**config.mk**
```make
export PLATFORM = sky130hd
export DESIGN_NAME = pcie_contador_salidas
export DESIGN_NICKNAME = d
export VERILOG_FILES = /design/src/rtl/pcie_contador_salidas.sv
export SDC_FILE = /design/constraint.sdc
export NUM_CORES = 1
export LEC_CHECK = 0
export CAP_MARGIN = 40
export CORE_MARGIN = 2
export CORE_UTILIZATION = 50
export DETAILED_ROUTE_END_ITERATION = 12
export GPL_TIMING_DRIVEN = 0
export PLACE_DENSITY = 0.74
export SLEW_MARGIN = 25
export SYNTH_ARGS = -nofsm -noshare
export SYNTH_HDL_FRONTEND = slang
export SYNTH_SLANG_ARGS = --single-unit
```
**constraint.sdc**
```tcl
create_clock -name clk -period 3.8 [get_ports clk]
set_clock_uncertainty 0.1 [all_clocks]
set_input_delay 0.95 -clock clk [delete_from_list [all_inputs] [get_ports clk]]
set_output_delay 0.95 -clock clk [all_outputs]
set_load 0.02 [all_outputs]
```
**src/rtl/pcie_contador_salidas.sv**
```systemverilog
// pcie_contador_salidas: counts qualified pops on the four output FIFOs
// (data_out4..7 side) and answers idle-gated read requests with a count.
//
// Ports:
//   clk      : single clock, rising edge
//   reset    : synchronous, active-low
//   init     : synchronous clear of all counters; also cancels a request
//   pop      : pop strobes to FIFOs 4..7 (bit0 = FIFO4)
//   empty    : empty flags of those FIFOs
//   idle     : flow-control FSM is in IDLE
//   req      : read request
//   idx      : 0..3 = FIFO4..7 count, 4 = total, 5..7 = invalid
//   valid    : one-cycle pulse qualifying data
//   data     : requested count, zero-extended to ANCHO_CONTADOR+2 bits
//   idx_err  : one-cycle pulse for an idle request with idx 5..7
//
// Build option: CONT_CLEAR_ON_READ_EN makes accepted reads clear the
// counter(s) they return (idx 4 clears all four).
module pcie_contador_salidas #(
    parameter int NUM_SALIDAS    = 4,
    parameter int ANCHO_CONTADOR = 5
) (
    input  logic                      clk,
    input  logic                      reset,
    input  logic                      init,
    input  logic [NUM_SALIDAS-1:0]    pop,
    input  logic [NUM_SALIDAS-1:0]    empty,
    input  logic                      idle,
    input  logic                      req,
    input  logic [2:0]                idx,
    output logic                      valid,
    output logic [ANCHO_CONTADOR+1:0] data,
    output logic                      idx_err
);

    localparam int DW = ANCHO_CONTADOR + 2;
    localparam logic [ANCHO_CONTADOR-1:0] CNT_MAX = '1;

    typedef enum logic {
        ST_IDLE = 1'b0,
        ST_RESP = 1'b1
    } state_t;

    state_t                    state_q, state_d;
    logic                      valid_q, valid_d;
    logic                      idx_err_q, idx_err_d;
    logic [DW-1:0]             data_q, data_d;
    logic [ANCHO_CONTADOR-1:0] cnt_q [NUM_SALIDAS];
    logic [ANCHO_CONTADOR-1:0] cnt_d [NUM_SALIDAS];

    logic [NUM_SALIDAS-1:0]    qual;
    logic [NUM_SALIDAS-1:0]    clr_rd;
    logic                      idx_ok;
    logic                      req_live;
    logic                      accept;
    logic                      bad_idx;
    logic [DW-1:0]             total;
    logic [DW-1:0]             sel;
    logic [ANCHO_CONTADOR-1:0] base;

    // Request decode. Requests are only looked at in ST_IDLE with the
    // flow-control FSM idle; init takes priority over any request.
    always_comb begin
        qual     = pop & ~empty;
        idx_ok   = (idx <= 3'd4);
        req_live = (state_q == ST_IDLE) & req & idle & ~init;
        accept   = req_live & idx_ok;
        bad_idx  = req_live & ~idx_ok;
    end

    // Total is formed two bits wider than a counter, so four saturated
    // counters still fit without overflow.
    always_comb begin
        total = '0;
        for (int i = 0; i < NUM_SALIDAS; i++) begin
            total = total + DW'(cnt_q[i]);
        end
    end

    // Snapshot of the pre-pop counter values; idx[2] only reaches here
    // as idx==4 because idx 5..7 never gets accepted.
    always_comb begin
        if (idx[2]) begin
            sel = total;
        end else begin
            sel = DW'(cnt_q[idx[1:0]]);
        end
    end

    // Which counters an accepted read clears.
    always_comb begin
        clr_rd = '0;
`ifdef CONT_CLEAR_ON_READ_EN
        for (int i = 0; i < NUM_SALIDAS; i++) begin
            clr_rd[i] = accept & (idx[2] | (idx[1:0] == 2'(i)));
        end
`endif
    end

    // Counter next-state: init wins, then read-clear, then a saturating
    // increment on top of whatever base survived. A pop in a clearing
    // read cycle therefore leaves the counter at 1.
    always_comb begin
        base = '0;
        for (int i = 0; i < NUM_SALIDAS; i++) begin
            base = clr_rd[i] ? '0 : cnt_q[i];
            if (init) begin
                cnt_d[i] = '0;
            end else if (qual[i] && (base != CNT_MAX)) begin
                cnt_d[i] = base + 1'b1;
            end else begin
                cnt_d[i] = base;
            end
        end
    end

    // Response FSM and registered outputs next-state.
    always_comb begin
        state_d   = state_q;
        valid_d   = 1'b0;
        idx_err_d = 1'b0;
        data_d    = data_q;
        unique case (state_q)
            ST_IDLE: begin
                if (accept) begin
                    state_d = ST_RESP;
                    valid_d = 1'b1;
                    data_d  = sel;
                end
                idx_err_d = bad_idx;
            end
            ST_RESP: begin
                state_d = ST_IDLE;
            end
            default: begin
                state_d = ST_IDLE;
            end
        endcase
    end

    always_ff @(posedge clk) begin
        if (!reset) begin
            state_q   <= ST_IDLE;
            valid_q   <= 1'b0;
            idx_err_q <= 1'b0;
            data_q    <= '0;
            for (int i = 0; i < NUM_SALIDAS; i++) begin
                cnt_q[i] <= '0;
            end
        end else begin
            state_q   <= state_d;
            valid_q   <= valid_d;
            idx_err_q <= idx_err_d;
            data_q    <= data_d;
            for (int i = 0; i < NUM_SALIDAS; i++) begin
                cnt_q[i] <= cnt_d[i];
            end
        end
    end

    assign valid   = valid_q;
    assign idx_err = idx_err_q;
    assign data    = data_q;

endmodule
```
### Word-level counts from Yosys, hierarchy flattened

Memory sizes are Yosys's and may differ from the RTL's.
Cells that the tools add are included.

| cells by class | value |
|---|---|
| add/sub/neg operators | 7 |
| $mul | 0 |
| div/mod/pow operators | 0 |
| magnitude comparators | 1 |
| eq/ne operators | 4 |
| shifts and indexed selects | 0 |
| multiplexer cells | 17 |
| bitwise gates (word level) | 15 |
| reduce and logical (&&, ||, !) cells | 6 |

Operator list:

| cell | count |
|---|---|
| 2-to-1 mux 5 bit | 12 |
| adder 5 x 1 -> 5 bit, second input constant | 4 |
| != test 5 bit, second input constant | 4 |
| adder 6 x 5 -> 7 bit | 1 |
| adder 7 x 5 -> 7 bit | 1 |
| 2-to-1 mux 7 bit | 1 |
| adder 5 x 5 -> 6 bit | 1 |
| AND 1 bit | 5 |
| AND 4 bit | 1 |
| logical AND 1 bit | 4 |
| inverter 1 bit | 4 |
| inverter 4 bit | 1 |
| bitwise OR 1 bit | 4 |
| <= comparator 3 bit, second input constant | 1 |
| 2-to-1 mux 1 bit | 3 |
| one-hot mux 1 bit (2 select lines) | 1 |
| AND reduction 2 bit | 1 |
| OR reduction 2 bit | 1 |

| word-level totals | value |
|---|---|
| flip-flop bits (word level) | 10 |
| latch bits | 0 |
| bits in writable memories | 20 |
| memory bits (read-only) | 0 |
| input bits | 16 |
| output and inout bits | 9 |
| word-level logic and storage cells | 55 |
| memories kept | 1 |

Memories:

| memory | depth | width | rd ports | clocked after memory_dff | wr ports | RTL line | text |
|---|---|---|---|---|---|---|---|
| cnt_q | 4 | 5 | 5 | 0 | 4 | 48 | `logic [ANCHO_CONTADOR-1:0] cnt_q [NUM_SALIDAS];` |

### Longest topological paths before layout

Gate-level depths: netlist of run 1.

| logic depth | value |
|---|---|
| depth after elaboration | 7 |
| gate-level depth with buffers | 11 |

### Worst setup path after synthesis of run 1

No wires, ideal clock.

| timing path | value |
|---|---|
| kind | register to register |
| start | memory cnt_q[3][1] |
| end | register data_q[5], in the netlist data[5] |
| setup time | 0.116 ns |
| arrival | 2.645 ns |
| path slack | 0.939 ns |
| stages on the path, launching flop included | 12 |
| period minus slack after synthesis | 2.861 ns |
| cell sequence | dfxtp_1 inv_1 fa_1 inv_1 fa_1 ha_1 inv_1 fa_1 nand2b_1 a21oi_1 xor2_1 a31o_2 |

RTL lines:

| element | RTL line | text |
|---|---|---|
| from (decl) | 48 |  |
| to (signal assigned) | 154 | `data_q <= data_d;` |
| to (decl) | 47 | `logic [DW-1:0] data_q, data_d;` |

==> impl_metrics.json, run 1 <==
{
  "synth_seq_area_share_pct": 31.7,
  "fmax_ghz": 0.327,
  "maxCapViolCount": 0,
  "setup_ws_ps": 745,
  "synth_top_family_by_area": "adder cells",
  "core-area_sq_um": 3420,
  "grt_usage_pct": 20.3,
  "holdBufCountCts": 0,
  "r2r_cells": 11,
  "drt_iter0_drc": 61,
  "drive_gt1_share_pct": 9.25,
  "htree_levels": 2,
  "routed_wl_um": 3540,
  "use_met3_pct": 4.34,
  "post_cts_resized": 0,
  "p_leak_nw": 0.914,
  "setup_viol": 0,
  "die_area_sq_um": 4160,
  "yosys.area_share.simple_pct": 18.7,
  "layout_common_cells": "32 x nor2_1, 29 x dfxtp_1, 26 x inv_1, 22 x clkdlybuf4s50_1",
  "grt_pass1_vias": 1406,
  "clock_latency_ps": 340,
  "gp_congestion": 0.843,
  "cp-start-kind": "register",
  "nNetsFinal": 266,
  "postSynthCellCount": 197,
  "power_density_nw_per_um2": 271,
  "tritoncts": "yes",
  "top_level_ports": 25,
  "crit_type": "reg -> reg",
  "dp_cells": 265,
  "firstDrtPassIters": 4,
  "rsz0062_at_grt": "false",
  "post_dp_cell_area_sq_um": 2110,
  "top_usage_layer": "met2",
  "grt_util_met2_pct": 33.1,
  "fin_util_pct": 63.8,
  "drt-wirelength-per-cell_um": 13.0,
  "areaGrowthSynthToFinish_pct": 19.0,
  "drtAntennaViolNets": 0,
  "port_buffers": 22,
  "path_clk_slew_ps": 90,
  "via_count": 1365,
  "cts-root-buf": "clkbuf_4",
  "fin_crit_sh_pct": 80.4,
  "synth_compound_area_share_pct": 8.13,
  "synth.avg_cell_area_sq_um": 9.30,
  "dp_hpwl_um": 2830,
  "layout_commonest_cell": "nor2_1",
  "synthAdderAreaFrac_pct": 20.5,
  "peakVddDrop_uv": 186,
  "holdPathStages": 2,
  "drv_slew": 0,
  "place_ws_ps": 768,
  "setup_tns_ps": 0,
  "fin_area_sq_um": 2180,
  "cts_buffer_depth": 2,
  "finalPower_mw": 0.591,
  "postCtsSetupBuffers": 0,
  "status": "finished, final reports clean",
  "hold_path_class": "reg -> reg",
  "ys_ff_latch": 29,
  "rows": 21,
  "clkSinkCount": 29,
  "maxSlewHeadroom_pct": 64.3,
  "cp.arrival_ps": 3200,
  "overflow": 0,
  "worstPathMaxFanout": 4,
  "crit_required_ps": 3940,
  "worstMarginPinSlew_ps": 536,
  "die_y_um": 64.5,
  "worst_hold_slack_ps": 376,
  "cts_made_buffers": 5,
  "drcViolationCount": 0,
  "syn_nets": 237,
  "yosysWarningCount": 0,
  "end_kind": "register",
  "synthMuxAreaShare_pct": 7.31,
  "diodes": 0,
  "hold_viol": 0,
  "grt_pass1_wl_um": 6330,
  "grt_start_max_net_pins": 11,
  "netlist_area_sq_um": 1830,
  "antenna_found_initial": 0,
  "vias_per_cell": 5.00,
  "initial_core_util_pct": 53.6,
  "ys_types": 32,
  "die_width_um": 64.5,
  "synthXorXnorAreaFrac_pct": 6.22,
  "fin_cells": 273,
  "period_needed_ps": 3060,
  "use_met1_pct": 25.2
}
## path summary, 6_finish.rpt
check	start	end	slack [ps]
worst max register to register	cnt_q[1][1]$_SDFFE_PP0P_	data[5]$_SDFFE_PN0P_	740
worst max-delay path	cnt_q[1][1]$_SDFFE_PP0P_	data[5]$_SDFFE_PN0P_	740
worst min register to register	data[6]$_SDFFE_PN0P_	data[6]$_SDFFE_PN0P_	380
worst min-delay path	data[6]$_SDFFE_PN0P_	data[6]$_SDFFE_PN0P_	380
## metal layers
metal	wire, um	vias up
met1	1630	619
met3	118	10
met4	97	0
li1	-	716
met2	1690	20
met5	0	-
## layout make-up
cell class	count	area, sq um
Inverter	26	97.6
Buffer	6	38.8
Multi-Input combinational cell	136	1110
Clock buffer	7	65.1
Clock inverter	1	5.00
Sequential cell	29	581
Tap cell	46	57.6
Timing Repair Buffer	22	220
Fill cell	300	1240
## synthesized netlist by cell type (all sizes together)
library cell  count  area [sq um]
nor2             32           120
dfxtp            29           581
inv              26          97.6
ha               14           175
nand2            14          52.6
xnor2            12           105
a21oi            10          50.1
fa               10           200
o21ai             7          38.8
and3              5          31.3
mux4              5           124
nand4             4          25.0
nor3b             4          50.1
a31oi             3          18.8
buf               3          27.5
clkbuf            3          11.3
nand2b            3          18.8
nand3             2          10.0
a21boi            1          7.51
a31o              1          8.76
and2              1          8.76
and3b             1          8.76
and4bb            1          12.5
mux2i             1          10.0
nor3              1          5.00
o2111ai           1          8.76
o22ai             1          6.26
o311a             1          10.0
xor2              1          8.76
## critical path: stages (launching register included)
cell and delay [ps]:
dfxtp_1 410, inv_1 110, fa_1 530, inv_1 60
fa_1 500, ha_1 170, inv_1 60, fa_1 370
nand2b_1 170, a21oi_1 170, xor2_1 80, a31o_2 240
## registers in the layout, indices dropped and copies added (netlist names)
name,flops
idx_err,1
data,7
cnt_q,20
state_q,1
## logic make-up (layout without fill, tap and decap cells)
family	Yosys count	after routing
AOI/OAI and AO/OA	25	25
xor gates and xnor gates	13	13
adders and majority gates	24	24
buffers and inverters	32	62
DFF	29	29
muxes	6	6
and+or+nand+nor	68	68
## where the power goes
group	switching, mW	internal [mW]
sequential	0.00439	0.308
combinational	0.0276	0.0321
clock	0.112	0.107
total	0.144	0.447
(Power assumes the default switching activity.)
==> run 2: changes to the inputs <==
- clock period: 3.8 -> 3 ns (I/O delays scaled with it)
==> run 2 against run 1 <==
  * Worst setup slack got worse by 630 ps
  * Clock-buffer cell count unchanged
  * Critical path depth stayed put
  * Clock power is 26% higher
  * Register-to-register slack lost 630 ps
  * Die area unchanged
  * First-iteration DRC count decreased by 6.6%
  * Combinational power up 28%
  * Sequential cell count stayed put
  * Global-route usage is the same
  * Cell count grew 0.73%
==> impl_metrics.json, run 2 (synthesis results as in run 1) <==
{
  "initial_core_util_pct": 53.6,
  "fin_cells": 275,
  "clock_latency_ps": 340,
  "htree_levels": 2,
  "drtAntennaViolNets": 0,
  "critical_path.reg2reg.startpoint": "cnt_q[1][1]$_SDFFE_PP0P_",
  "dp_hpwl_um": 2830,
  "fin_area_sq_um": 2220,
  "r2r-end": "data[5]$_SDFFE_PN0P_",
  "crit_type": "reg -> reg",
  "overflow": 0,
  "setup_viol": 0,
  "top_level_ports": 25,
  "hold_viol": 0,
  "rsz0062_at_grt": "false",
  "worstPathMaxFanout": 4,
  "routed_wl_um": 3560,
  "largest_register_ffs": 20,
  "p_leak_nw": 0.934,
  "grt_pass1_vias": 1406,
  "layout_common_cells": "32 x nor2_1, 26 x inv_1, 26 x dfxtp_1, 22 x clkdlybuf4s50_1, 14 x nand2_1",
  "rows": 21,
  "tritoncts": "yes",
  "setup_ws_ps": 115,
  "firstDrtPassIters": 4,
  "worst_hold_slack_ps": 380,
  "core-area_sq_um": 3420,
  "layout_commonest_cell": "nor2_1",
  "multi_input_area_sq_um": 1140,
  "regArea_sq_um": 584,
  "areaGrowthSynthToFinish_pct": 21.3,
  "crit_required_ps": 3140,
  "fmax_ghz": 0.347,
  "holdBufCountCts": 0,
  "cp-endpoint": "data[5]$_SDFFE_PN0P_",
  "worstMarginPinSlew_ps": 535,
  "max_flop_register": "cnt_q",
  "status": "finished, final reports clean",
  "cts_buffer_depth": 2,
  "hold_path_class": "reg -> reg",
  "grt_start_max_net_pins": 11,
  "die_width_um": 64.5,
  "drv_slew": 0,
  "power_density_nw_per_um2": 337,
  "dp_cells": 265,
  "drcViolationCount": 0,
  "via_count": 1388,
  "antenna_found_initial": 0,
  "cp-start-kind": "register",
  "nNetsFinal": 268,
  "clkSinkCount": 29,
  "drt_iter0_drc": 57,
  "path_clk_slew_ps": 90,
  "peakVddDrop_uv": 237,
  "post_dp_cell_area_sq_um": 2110,
  "r2r_cells": 11,
  "cts_made_buffers": 5,
  "ff2ff_setup_slack_ps": 110,
  "gp_congestion": 0.843,
  "end_kind": "register",
  "drt-wirelength-per-cell_um": 13.0,
  "finalPower_mw": 0.749,
  "fin_crit_sh_pct": 96.2,
  "grt_usage_pct": 20.3,
  "drive_gt1_share_pct": 13.1,
  "vias_per_cell": 5.05,
  "place_ws_ps": -32.0,
  "port_buffers": 22,
  "die_y_um": 64.5,
  "die_area_sq_um": 4160,
  "period_needed_ps": 2890,
  "maxCapViolCount": 0,
  "diodes": 0,
  "cp.arrival_ps": 3030,
  "maxSlewHeadroom_pct": 64.4,
  "grt_pass1_wl_um": 6330,
  "cts-root-buf": "clkbuf_4",
  "nFillCells": 293,
  "critPathLaunch": "cnt_q[1][1]$_SDFFE_PP0P_",
  "hp-start": "data[6]$_SDFFE_PN0P_"
}
run 2: cell types whose count changed in the layout (fill, tap and decap cells not counted):
| cell | delta |
|---|---|
| dfxtp_2 | +3 |
| dfxtp_1 | -3 |
| a21oi_4 | +1 |
| a21oi_1 | -1 |
| fa_2 | +1 |
| nand2b_1 | -1 |
| ha_1 | -1 |
| nand2b_4 | +1 |
| fa_1 | -1 |
| ha_2 | +1 |
| buf_4 | +2 |
run 2: through the flow:
| stage | TNS [ps] | utilization (%) |
|---|---|---|
| final | 0 | 65.1 |
| after global placement | -38.9 | 61.8 |
| after CTS | 0 | 63.9 |
| after detailed placement | -32.0 | 61.8 |
| after global routing | 0 | 65.1 |
| after floorplan | 0 | - |
run 2: metal layers:
| layer | up-vias | global-route usage, % | part of all wire (%) |
|---|---|---|---|
| li1 | 718 | - | - |
| met1 | 637 | 25.2 | 45 |
| met2 | 24 | 33.1 | 48 |
| met3 | 9 | 4.34 | 4.4 |
| met4 | 0 | 10.6 | 2.4 |
| met5 | - | 0 | 0 |
run 2: what timing repair did:
item	in CTS	in global routing
gates cloned	0	0
setup buffers	0	2
pin swaps	0	3
gates resized for setup	2	6
endpoints found under the setup margin	1	1
run 2: final cells by class:
| type | count | area share [%] |
|---|---|---|
| Multi-Input combinational cell | 136 | 51.2 |
| Timing Repair Buffer | 24 | 10.6 |
| Clock inverter | 1 | 0.225 |
| Tap cell | 46 | 2.59 |
| Inverter | 26 | 4.39 |
| Sequential cell | 29 | 26.3 |
| Buffer | 6 | 1.75 |
| Clock buffer | 7 | 2.93 |
run 2: worst min-delay path by stage:
stage / end / depth (start not counted)
2_1_floorplan: cnt_q[2][3]$_SDFFE_PP0P_ / 3
5_1_grt: data[6]$_SDFFE_PN0P_ / 2
3_3_place_gp: data[6]$_SDFFE_PN0P_ / 2
6_report: data[6]$_SDFFE_PN0P_ / 2
3_5_place_dp: data[6]$_SDFFE_PN0P_ / 2
4_1_cts: data[6]$_SDFFE_PN0P_ / 2
run 2: worst max-delay path: stages (launching register included):
cell and delay (ps):
dfxtp_2 370, inv_1 90, fa_1 520, inv_1 50, fa_1 480, ha_2 180
inv_1 50, fa_2 330, nand2b_4 160, a21oi_4 150, xor2_1 70, a31o_2 230
run 2: power breakdown:
| part | total (mW) | switching (mW) | internal (mW) | leakage, nW |
|---|---|---|---|---|
| combinational | 0.0763 | 0.0353 | 0.0409 | 0.657 |
| clock | 0.277 | 0.142 | 0.136 | 0.0413 |
| sequential | 0.396 | 0.00548 | 0.390 | 0.236 |
==> run 3: changes to the inputs <==
- MAX_ROUTING_LAYER: default -> met4
- clock period: 3 -> 3.6 ns (I/O delays scaled with it)
==> run 3 against run 2 <==
  * Final area fell by 1.9%
  * Sequential share of layout area increased by 0.34 points
  * First-iteration DRC count is 21% higher
  * Combinational power down 17%
  * Critical path depth unchanged
  * Largest power group unchanged
  * Maximum frequency down 5.4%
  * Worst setup slack better by 440 ps
  * Largest cell class unchanged
==> impl_metrics.json, run 3 (synthesis results as in run 1) <==
{
  "diodes": 0,
  "firstDrtPassIters": 4,
  "fin_area_sq_um": 2180,
  "drt_iter0_drc": 69,
  "fmax_ghz": 0.328,
  "routed_wl_um": 3540,
  "setup_ws_ps": 550,
  "layout_commonest_cell": "nor2_1",
  "clkSinkCount": 29,
  "grt_start_max_net_pins": 11,
  "vias_per_cell": 5.01,
  "crit_required_ps": 3740,
  "holdBufCountCts": 0,
  "drive_gt1_share_pct": 9.25,
  "areaGrowthSynthToFinish_pct": 19.0,
  "dp_hpwl_um": 2830,
  "grt_pass1_wl_um": 6330,
  "path_clk_slew_ps": 90,
  "maxCapViolCount": 0,
  "tritoncts": "yes",
  "nNetsFinal": 266,
  "layout_common_cells": "32 x nor2_1, 29 x dfxtp_1, 26 x inv_1, 22 x clkdlybuf4s50_1",
  "cp.arrival_ps": 3190,
  "worstPathMaxFanout": 4,
  "die_width_um": 64.5,
  "postCtsSetupBuffers": 0,
  "drcViolationCount": 0,
  "end_kind": "register",
  "place_ws_ps": 568,
  "drv_slew": 0,
  "dp_cells": 265,
  "cts_buffer_depth": 2,
  "cts_made_buffers": 5,
  "htree_levels": 2,
  "clock_latency_ps": 340,
  "setup_viol": 0,
  "status": "finished, final reports clean",
  "die_area_sq_um": 4160,
  "maxSlewHeadroom_pct": 64.8,
  "post_dp_cell_area_sq_um": 2110,
  "overflow": 0,
  "setup_tns_ps": 0,
  "hold_path_class": "reg -> reg",
  "initial_core_util_pct": 53.6,
  "fin_cells": 273,
  "nFillCells": 300,
  "rows": 21,
  "drtAntennaViolNets": 0,
  "top_level_ports": 25,
  "port_buffers": 22,
  "power_density_nw_per_um2": 286,
  "die_y_um": 64.5,
  "largest_register_ffs": 20,
  "peakVddDrop_uv": 197,
  "worstMarginPinSlew_ps": 528,
  "hold_viol": 0,
  "drt-wirelength-per-cell_um": 13.0,
  "post_cts_resized": 0,
  "rsz0062_at_grt": "false",
  "grt_pass1_vias": 1407,
  "antenna_found_initial": 0,
  "grt_usage_pct": 20.8,
  "cp-start-kind": "register",
  "cts-root-buf": "clkbuf_4",
  "core-area_sq_um": 3420,
  "period_needed_ps": 3050,
  "via_count": 1368,
  "gp_congestion": 0.857,
  "fin_crit_sh_pct": 84.7,
  "crit_type": "reg -> reg",
  "max_flop_register": "cnt_q",
  "p_leak_nw": 0.914
}
==> run 3: path summary, 6_finish.rpt <==
kind                            slack, ps                    to  cells past startpoint                      from
worst min-delay path                  380  data[6]$_SDFFE_PN0P_                      2      data[6]$_SDFFE_PN0P_
worst max-delay path                  550  data[5]$_SDFFE_PN0P_                     11  cnt_q[1][1]$_SDFFE_PP0P_
worst min register to register        380  data[6]$_SDFFE_PN0P_                      2      data[6]$_SDFFE_PN0P_
worst max register to register        550  data[5]$_SDFFE_PN0P_                     11  cnt_q[1][1]$_SDFFE_PP0P_
==> run 3: final cells by class <==
class,instances,area [sq um],share of cell area (%)
inverter,26,97.6,4.48
clock buffer,7,65.1,2.99
sequential,29,581,26.6
timing repair buffer,22,220,10.1
clock inverter,1,5.00,0.230
multi-input combinational,136,1110,51.1
tap,46,57.6,2.64
buffer,6,38.8,1.78
==> run 3: through the flow <==
step / hold WS [ps] / total power, mW / util (%)
after floorplan: 441 / 0.372 / -
final: 376 / 0.623 / 63.8
after global placement: 362 / 0.400 / 61.8
after CTS: 378 / 0.628 / 63.8
after detailed placement: 361 / 0.401 / 61.8
after global routing: 397 / 0.646 / 63.8
==> run 3: metal layers <==
layer / GRT usage, % / part of all wire (%) / vias to the layer above
met5: - / 0 / -
met4: 10.6 / 2.8 / 0
met3: 4.34 / 3.7 / 9
met2: 33.1 / 48 / 26
met1: 25.2 / 46 / 617
li1: - / - / 716
==> run 3: worst max-delay path, stage by stage, from the launching register on <==
cell and delay [ps]:
dfxtp_1 410, inv_1 110, fa_1 530, inv_1 60
fa_1 500, ha_1 170, inv_1 60, fa_1 370
nand2b_1 170, a21oi_1 170, xor2_1 80, a31o_2 240
==> run 3: power by group <==
group | switching [mW] | total (mW) | internal, mW
Clock | 0.117 | 0.230 | 0.113
Combinational | 0.0292 | 0.0631 | 0.0339
Sequential | 0.00465 | 0.330 | 0.325
